`config.mk`:
```
export PLATFORM = sky130hd
export DESIGN_NAME = mult_div_unit
export DESIGN_NICKNAME = d
export VERILOG_FILES = /design/src/rtl/mult_div_unit.sv
export SDC_FILE = /design/constraint.sdc
export NUM_CORES = 1
export LEC_CHECK = 0
export CAP_MARGIN = 40
export CORE_UTILIZATION = 40
export CTS_CLUSTER_SIZE = 20
export DETAILED_ROUTE_END_ITERATION = 10
export PLACE_DENSITY = 0.62
export SLEW_MARGIN = 10
export SYNTH_ARGS = -nofsm -noshare
export SYNTH_HDL_FRONTEND = slang
export SYNTH_SLANG_ARGS = --single-unit
```
`constraint.sdc`:
```
create_clock -name clk -period 17.5 [get_ports clk]
set_input_delay 3.5 -clock clk [delete_from_list [all_inputs] [get_ports clk]]
set_output_delay 3.5 -clock clk [all_outputs]
set_load 0.1 [all_outputs]
```
`src/rtl/mult_div_unit.sv`:
```
// Iterative 32-bit multiply/divide unit with HI/LO registers. Signed operations run on
// magnitudes, and the sign is corrected in a final FIX cycle.
module mult_div_unit (
    input  logic        clk,
    input  logic        reset,
    input  logic        start,
    input  logic [1:0]  op,
    input  logic [31:0] a,
    input  logic [31:0] b,
    input  logic        mthi_we,
    input  logic        mtlo_we,
    input  logic [31:0] wdata,
    output logic        busy,
    output logic        done,
    output logic [31:0] hi,
    output logic [31:0] lo
);

    typedef enum logic [1:0] {IDLE, RUN, FIX} state_t;

    state_t      state_q, state_d;
    logic [4:0]  cnt_q, cnt_d;
    logic        is_div_q, is_div_d;
    logic        neg_res_q, neg_res_d;
    logic        neg_rem_q, neg_rem_d;
    logic        div_zero_q, div_zero_d;
    logic [31:0] operand_q, operand_d;
    logic [31:0] work_hi_q, work_hi_d;
    logic [31:0] work_lo_q, work_lo_d;
    logic [31:0] hi_q, hi_d;
    logic [31:0] lo_q, lo_d;
    logic        busy_q, busy_d;
    logic        done_q, done_d;

    logic        signed_op, a_neg, b_neg;
    logic [31:0] a_mag, b_mag;
    logic [32:0] mul_sum;
    logic [32:0] div_shift;
    logic        div_ge;
    logic [31:0] div_diff;
    logic [63:0] prod_fix;
    logic [31:0] quo_fix, rem_fix;

    always_comb begin
        signed_op = ~op[0];
        a_neg     = signed_op & a[31];
        b_neg     = signed_op & b[31];
        a_mag     = a_neg ? (~a + 32'd1) : a;
        b_mag     = b_neg ? (~b + 32'd1) : b;

        // Multiply: conditionally add the multiplicand, then shift the 65-bit pair right.
        mul_sum   = {1'b0, work_hi_q} + (work_lo_q[0] ? {1'b0, operand_q} : 33'd0);

        // Divide: the partial remainder is always below the divisor, so the shifted
        // remainder fits in 33 bits, and the difference fits in 32 bits when taken.
        div_shift = {work_hi_q, work_lo_q[31]};
        div_ge    = (div_shift >= {1'b0, operand_q});
        div_diff  = div_shift[31:0] - operand_q;

        prod_fix  = neg_res_q ? (~{work_hi_q, work_lo_q} + 64'd1) : {work_hi_q, work_lo_q};
        // The remainder path already yields hi=a on a zero divisor; only the quotient is forced.
        quo_fix   = div_zero_q ? 32'hFFFF_FFFF : (neg_res_q ? (~work_lo_q + 32'd1) : work_lo_q);
        rem_fix   = neg_rem_q ? (~work_hi_q + 32'd1) : work_hi_q;

        state_d    = state_q;
        cnt_d      = cnt_q;
        is_div_d   = is_div_q;
        neg_res_d  = neg_res_q;
        neg_rem_d  = neg_rem_q;
        div_zero_d = div_zero_q;
        operand_d  = operand_q;
        work_hi_d  = work_hi_q;
        work_lo_d  = work_lo_q;
        hi_d       = hi_q;
        lo_d       = lo_q;
        busy_d     = busy_q;
        done_d     = 1'b0;

        case (state_q)
            IDLE: begin
                if (start) begin
                    state_d    = RUN;
                    cnt_d      = 5'd0;
                    busy_d     = 1'b1;
                    is_div_d   = op[1];
                    neg_res_d  = a_neg ^ b_neg;
                    neg_rem_d  = a_neg;
                    div_zero_d = (b == 32'd0);
                    work_hi_d  = 32'd0;
                    operand_d  = op[1] ? b_mag : a_mag;
                    work_lo_d  = op[1] ? a_mag : b_mag;
                end else begin
                    if (mthi_we) hi_d = wdata;
                    if (mtlo_we) lo_d = wdata;
                end
            end
            RUN: begin
                if (is_div_q) begin
                    work_hi_d = div_ge ? div_diff : div_shift[31:0];
                    work_lo_d = {work_lo_q[30:0], div_ge};
                end else begin
                    work_hi_d = mul_sum[32:1];
                    work_lo_d = {mul_sum[0], work_lo_q[31:1]};
                end
                cnt_d = cnt_q + 5'd1;
                if (cnt_q == 5'd31) state_d = FIX;
            end
            FIX: begin
                if (is_div_q) begin
                    hi_d = rem_fix;
                    lo_d = quo_fix;
                end else begin
                    hi_d = prod_fix[63:32];
                    lo_d = prod_fix[31:0];
                end
                done_d  = 1'b1;
                busy_d  = 1'b0;
                state_d = IDLE;
            end
            default: begin
                state_d = IDLE;
                busy_d  = 1'b0;
            end
        endcase
    end

    always_ff @(posedge clk or posedge reset) begin
        if (reset) begin
            state_q    <= IDLE;
            cnt_q      <= 5'd0;
            is_div_q   <= 1'b0;
            neg_res_q  <= 1'b0;
            neg_rem_q  <= 1'b0;
            div_zero_q <= 1'b0;
            operand_q  <= 32'd0;
            work_hi_q  <= 32'd0;
            work_lo_q  <= 32'd0;
            hi_q       <= 32'd0;
            lo_q       <= 32'd0;
            busy_q     <= 1'b0;
            done_q     <= 1'b0;
        end else begin
            state_q    <= state_d;
            cnt_q      <= cnt_d;
            is_div_q   <= is_div_d;
            neg_res_q  <= neg_res_d;
            neg_rem_q  <= neg_rem_d;
            div_zero_q <= div_zero_d;
            operand_q  <= operand_d;
            work_hi_q  <= work_hi_d;
            work_lo_q  <= work_lo_d;
            hi_q       <= hi_d;
            lo_q       <= lo_d;
            busy_q     <= busy_d;
            done_q     <= done_d;
        end
    end

    assign busy = busy_q;
    assign done = done_q;
    assign hi   = hi_q;
    assign lo   = lo_q;

endmodule

```
## After elaboration in Yosys (flattened, before gate mapping)

Cells that the tools add are included.

- Bits of input ports: 103
- Flip-flop bits (word level): 173
- Output and inout bits: 66
- Logic and storage cells: 82

- Equal/unequal tests: 8
- Reduce and logical (&&, ||, !) cells: 10
- Muxes and demuxes: 32
- Add/subtract/negate cells: 8
- Bitwise gates (word level): 10
- Magnitude comparators: 1

Operators by type and width:

| operator | count |
|---|---|
| two-way mux 32 bit | 19 |
| case mux 32 bit (2 select lines) | 4 |
| adder 32 x 1 -> 32 bit (second input constant) | 4 |
| NOT 32 bit | 4 |
| adder 64 x 1 -> 64 bit (second input constant) | 1 |
| two-way mux 64 bit | 1 |
| NOT 64 bit | 1 |
| adder 32 x 32 -> 33 bit | 1 |
| >= comparator 33 x 32 -> 1 bit | 1 |
| logical NOT 32 bit | 1 |
| subtractor 32 bit | 1 |
| inequality test 2 bit (second input constant) | 5 |
| case mux 5 bit (2 select lines) | 1 |
| AND reduction 2 bit | 4 |
| AND reduction 3 bit | 2 |
| adder 5 x 1 -> 5 bit (second input constant) | 1 |
| == test 5 bit (second input constant) | 1 |
| two-way mux 5 bit | 1 |
| two-way mux 2 bit | 2 |
| case mux 2 bit (2 select lines) | 1 |
| nonzero test 2 bit | 2 |
| AND 1 bit | 2 |
| == test 2 x 1 -> 1 bit (second input constant) | 1 |
| == test 2 bit (second input constant) | 1 |
| 5 further kinds | 7 |

## Longest topological paths before layout

Gate-level depths: netlist (run 1).

- Depth after elaboration: 6
- Mapped depth: 15
- Gate-level depth less buffers: 13

## Worst setup path before layout (run 1)

OpenSTA, ideal clock, no wires.

- Path kind: input to register
- Start point: input port a[10]
- End point: register work_lo_q[30]
- Data arrival time: 5731 ps
- Slack: 11631 ps
- Buffers on the path: 0
- Required time: 17362 ps
- Stages on the path: 9
- Library setup time: 138 ps
- Path through: or4_1 -> or4_1 -> nor4b_1 -> and2_1 -> a21oi_1 -> xnor2_1 -> nand2_1 -> o211ai_1 -> o211ai_1

- Cells in the longest elaborated chain, start to end: 6

Ends and longest elaborated chain:

| element | line | text |
|---|---|---|
| from (decl) | 8 | `input logic [31:0] a,` |
| NOT 32 bit | 48 | `a_mag = a_neg ? (~a + 32'd1) : a;` |
| adder 32 x 1 -> 32 bit | 48 |  |
| two-way mux 32 bit | 48 |  |
| two-way mux 32 bit | 91 | `work_lo_d = op[1] ? a_mag : b_mag;` |
| two-way mux 32 bit | 81 | `if (start) begin` |
| case mux 32 bit (2 select lines) | 79 | `case (state_q)` |
| to (signal assigned) | 151 | `work_lo_q <= work_lo_d;` |
| to (decl) | 29 | `logic [31:0] work_lo_q, work_lo_d;` |

Every way passes these cells. The select of a mux whose other input is x is not followed.
A chain may end at the register's enable or synchronous reset.

## Final worst setup path (run 1)

- Start point: input port b[4]
- End point: register work_lo_q[29]

- Cells in the longest elaborated chain, start to end: 6

Ends and longest elaborated chain:

| element | line | text |
|---|---|---|
| from (decl) | 9 | `input logic [31:0] b,` |
| NOT 32 bit | 49 | `b_mag = b_neg ? (~b + 32'd1) : b;` |
| adder 32 x 1 -> 32 bit | 49 |  |
| two-way mux 32 bit | 49 |  |
| two-way mux 32 bit | 91 |  |
| two-way mux 32 bit | 81 |  |
| case mux 32 bit (2 select lines) | 79 |  |

Every way passes these cells. The select of a mux whose other input is x is not followed.

==> impl_metrics.json, run 1 <==
{
  "status": "finished, final reports clean",
  "core-area_um2": 35900,
  "final_common_cell": "a21oi_1",
  "cp_top_family": "simple AND/OR/NAND/NOR gates",
  "fmax_mhz": 154,
  "layout-drive-gt1-share": 0.0771,
  "crit_fanout": 5,
  "cts_max_path_buffers": 2,
  "critPathBufInv": 1,
  "path_class": "input pin to flip-flop",
  "clk_pin_slew_ps": 80,
  "top_layer_used": "met4",
  "clock_latency_ps": 460,
  "start_util": 0.411,
  "crit_path_end_kind": "flip-flop",
  "routed_wl_um": 53400,
  "cts_tree": "done",
  "relSlewSlack": 0.370,
  "synth_top_area_share": 0.294,
  "htree_levels": 4,
  "crit_chain": "clkdlybuf4s50_1 > or4_1 > nor4_1 > nand4b_1 > nor4_1 > a21oi_1 > xor2_1 > o211ai_1 > o211ai_1",
  "nNetsFinal": 2172,
  "grt_use_total": 0.284,
  "period_share": 0.372,
  "gp_congestion": 0.965,
  "wl_per_cell_um": 21.6,
  "syn_nets": 2010,
  "synth_seq_cells": 173,
  "clock_sinks": 173,
  "min_period_ps": 6500,
  "grt-ovfl-total": 0,
  "final_cell_mix": "a21oi_1, nand2_1, dfrtp_1",
  "hold_class": "flip-flop to flip-flop",
  "synth_edf_count": 0,
  "critPathRequiredTime_ps": 17820,
  "dr_total_vias": 15000,
  "wl_met2_um": 23800,
  "ios": 169,
  "grt_setup_unrepaired": "no",
  "seq_area_frac_synth": 0.294,
  "root_buffer": "clkbuf_16",
  "cts_buffers": 17,
  "skew_ps": 13.6,
  "hpwlAfterDp_um": 41100,
  "synth_flop_cell": "dfrtp_1",
  "avgSynthCellArea_um2": 8.04,
  "first_global_vias": 14200,
  "area_growth_pct": 26.0,
  "wl_met1_um": 23800,
  "first_pass_iters": 6,
  "wl_met3_um": 3580,
  "drv_cap": 0,
  "place.port_buffers": 168,
  "n_antenna_cell": 0,
  "worst_pin_slew_ps": 942,
  "critical_path.slowest_cell": "nor4_1",
  "fp.dieH_um": 194,
  "tns_ps": 0,
  "drcViolationCount": 0,
  "antenna_found_initial": 0,
  "ctsResizeCount": 0,
  "slew_viol_final": 0,
  "yosys.area_share.simple": 0.165,
  "synth_fa_ha_area_frac": 0.0621,
  "synth_area_um2": 14700,
  "yosysWarningCount": 0,
  "startpoint_type": "input pin",
  "antenna_left": 0,
  "setup_violations": 0,
  "yosysTopAreaCell": "dfrtp_1",
  "drt_iter0_markers": 1542,
  "synth_top_family_by_area": "compound AO/OA/AOI/OAI gates",
  "synthXorXnorAreaFrac": 0.101,
  "worstPathArrival_ps": 6820,
  "drt-vias-per-instance": 6.05,
  "synth_cell_types": 75,
  "cts_setup_buffers": 0,
  "synth.area.top_cells": "dfrtp_1, a21oi_1, ha_1, xor2_1, o21ai_0",
  "max_stage_delay_ps": 660,
  "ys_async_sr_fraction": 1.00,
  "synth-compound-area-share": 0.282,
  "cts-hold-fix-buffers": 0,
  "post_synth_mux_area_share": 0.0468,
  "grt_max_degree": 100,
  "dieArea_um2": 37600,
  "synthCells": 1835,
  "row_count": 69,
  "hold_viol_final": 0,
  "grt_pass1_wl_um": 83100,
  "die_w_um": 194
}
[worst register-to-register path, delay by kind of cell, from the launching register on]
family,cells,cell delay [ps]
AOI/OAI and AO/OA,8,3000
DFF,1,460
and+or+nand+nor,1,90
adders and majority gates,1,350
xor gates and xnor gates,1,170
buffers and inverters,2,620
[kinds of logic after synthesis]
logic type                 after synthesis
AOI/OAI and AO/OA                      651
and+or+nand+nor                        514
buffers and inverters                  186
DFF                                    173
xor gates and xnor gates               170
adders and majority gates               72
muxes                                   69
[routing by layer]
layer,vias up,global-route usage
li1,7047,-
met1,7149,0.393
met2,654,0.443
met3,104,0.0351
met4,0,0.125
met5,-,0
[Yosys cell counts, drive strengths merged (12+ instances only)]
cell type / number
a221o: 31
clkbuf: 92
nand2b: 21
nand2: 175
a31oi: 26
a21o: 34
xnor2: 78
mux2i: 69
a211oi: 49
a22oi: 18
o21ai: 167
nand4: 13
nor4: 16
o31ai: 22
nor2b: 19
xor2: 92
or4: 18
or3: 12
nand3: 24
nor2: 141
buf: 23
ha: 70
a21oi: 189
nor3: 38
dfrtp: 173
o211ai: 32
inv: 71
o21a: 12
[final cells by class]
class | instances | area [um^2]
Clock buffer | 18 | 439
Clock inverter | 14 | 166
Fill cell | 3323 | 17300
Inverter | 71 | 272
Multi-Input combinational cell | 1476 | 9730
Sequential cell | 173 | 4330
Tap cell | 461 | 577
Timing Repair Buffer | 258 | 3070
[metrics by stage]
step | instance area, um^2 | instances | util | hold slack [ps] | setup WS [ps]
2_1_floorplan | 14700 | 1835 | - | 449 | 9310
3_3_place_gp | 16700 | 2369 | 0.466 | 465 | 10640
3_5_place_dp | 18000 | 2439 | 0.501 | 469 | 10630
4_1_cts | 18600 | 2471 | 0.517 | 487 | 11060
5_1_grt | 18600 | 2471 | 0.517 | 510 | 10780
6_report | 18600 | 2471 | 0.517 | 483 | 11000
[flip-flops by register name, summed over array words and instances (netlist names)]
signal,count
done,1
div_zero_q,1
neg_rem_q,1
hi,32
work_lo_q,32
operand_q,32
lo,32
cnt_q,5
work_hi_q,32
busy,1
is_div_q,1
neg_res_q,1
state_q,2
[path summary, 6_finish.rpt]
path	from	end	slack (ps)	cells past startpoint
worst max-delay path	b[4]	work_lo_q[29]	11000	9
worst min-delay path	operand_q[16]	operand_q[16]	480	1
min in group asynchronous	reset	work_lo_q[9]	3450	2
worst max register to register	work_lo_q[0]	work_hi_q[28]	12670	13
max in group asynchronous	reset	hi[29]	12880	3
worst min register to register	operand_q[16]	operand_q[16]	480	1
Power of run 1 is left out: the tool's default activity adds up to more than one toggle a clock period on the data nets, which glitch-free logic cannot reach.
==> run 2, diff against run 1 <==
Settings changed: PLACE_DENSITY 0.62 to 0.64.
Clock period 17.5 ns to 5.9 ns, I/O delays scaled along.
==> run 2 against run 1 <==
Register-to-register slack got worse by 11000 ps; worst hold slack got worse by 2.5 ps; non-clock buffer count rose by 2; global-route usage fell by 0.32 points; die area did not move; via count rose by 0.83%; first-iteration DRC count fell by 5.7%; routed wire length fell by 0.33%; worst setup slack got worse by 9600 ps.
==> impl_metrics.json, run 2 (synthesis results as in run 1) <==
{
  "final_cell_mix": "a21oi_1, nand2_1, dfrtp_1",
  "cts_max_path_buffers": 2,
  "ctsResizeCount": 0,
  "cts_setup_buffers": 0,
  "setup_violations": 0,
  "dp_worst_setup_slack_ps": 1310,
  "drt-vias-per-instance": 6.10,
  "cts-hold-fix-buffers": 0,
  "clock_latency_ps": 450,
  "tns_ps": 0,
  "die_w_um": 194,
  "routed_wl_um": 53300,
  "grtUsageMet2": 0.444,
  "area_growth_pct": 25.8,
  "gp_congestion": 0.949,
  "dieArea_um2": 37600,
  "drv_cap": 0,
  "path_class": "flip-flop to flip-flop",
  "skew_ps": 12.9,
  "drcViolationCount": 0,
  "drt_iter0_markers": 1454,
  "crit_fanout": 23,
  "place.port_buffers": 168,
  "r2r_cells": 11,
  "root_buffer": "clkbuf_16",
  "htree_levels": 4,
  "cts_tree": "done",
  "busiest_layer": "met2",
  "grt_setup_unrepaired": "no",
  "hold_class": "flip-flop to flip-flop",
  "grt_use_total": 0.281,
  "hold_viol_final": 0,
  "core-area_um2": 35900,
  "min_period_ps": 4470,
  "hpwlAfterDp_um": 41500,
  "first_pass_iters": 5,
  "start_util": 0.411,
  "met1_usage": 0.379,
  "antenna_found_initial": 1,
  "grt_pass1_wl_um": 82500,
  "fin_cells": 2473,
  "crit_path_end_kind": "flip-flop",
  "grt-ovfl-total": 0,
  "slew_viol_final": 0,
  "antenna_left": 0,
  "critPathRequiredTime_ps": 6230,
  "setup_ws_ps": 1430,
  "relSlewSlack": 0.387,
  "fmax_mhz": 224,
  "status": "finished, final reports clean",
  "dr_total_vias": 15100,
  "worstPathArrival_ps": 4800,
  "wl_per_cell_um": 21.5,
  "startpoint_type": "flip-flop",
  "met3_usage": 0.0400,
  "period_share": 0.757,
  "cts_buffers": 17,
  "dp.cells": 2441,
  "ios": 169,
  "clock_sinks": 173,
  "holdWs_ps": 481,
  "layout-drive-gt1-share": 0.0781,
  "worst_pin_slew_ps": 920,
  "grt_max_degree": 99,
  "fp.dieH_um": 194,
  "row_count": 69,
  "first_global_vias": 14200,
  "nNetsFinal": 2174,
  "clk_pin_slew_ps": 70,
  "final_common_cell": "a21oi_1",
  "hold_depth": 1
}
## run 2: path summary, 6_finish.rpt
path	startpoint	end	slack [ps]
setup reg to reg	work_hi_q[5]	work_hi_q[9]	1430
min in group asynchronous	reset	lo[16]	1040
hold / removal	operand_q[21]	operand_q[21]	480
hold reg to reg	operand_q[21]	operand_q[21]	480
setup / recovery	work_hi_q[5]	work_hi_q[9]	1430
max in group asynchronous	reset	hi[6]	3650
## run 2: critical path, stage by stage, from the launching register on
cell and delay, ps:
dfrtp_1 500, ha_1 450, a211oi_1 420, o211ai_1 220
a2111oi_0 600, a211oi_2 200, a21oi_1 330, a21bo_1 710
buf_4 400, mux2i_1 220, mux2i_1 90, a22o_1 210
## run 2: per-layer routing
metal  wire length, um  part of all wire  vias to the layer above
met5                 0                 0                        -
met4              2330             0.044                        0
met1             23100              0.43                     7161
li1                  -                 -                     7063
met3              4020             0.075                      128
met2             23800              0.45                      726
## run 2: cell type report
cell class / instances / area [um^2]
fillers: 3344 / 17400
inverters: 71 / 272
well taps: 461 / 577
diodes: 1 / 2.50
multi-input cells: 1476 / 9740
flip-flops and latches: 173 / 4330
repair buffers: 260 / 3020
clock inverters: 13 / 175
clock buffers: 18 / 439
## run 2: stage by stage
stage | util | cell area [um^2]
final | 0.517 | 18600
after global routing | 0.517 | 18600
after CTS | 0.517 | 18600
after detailed placement | 0.499 | 17900
after global placement | 0.466 | 16700
after floorplan | - | 14700
Power of run 2 is left out for the same reason.
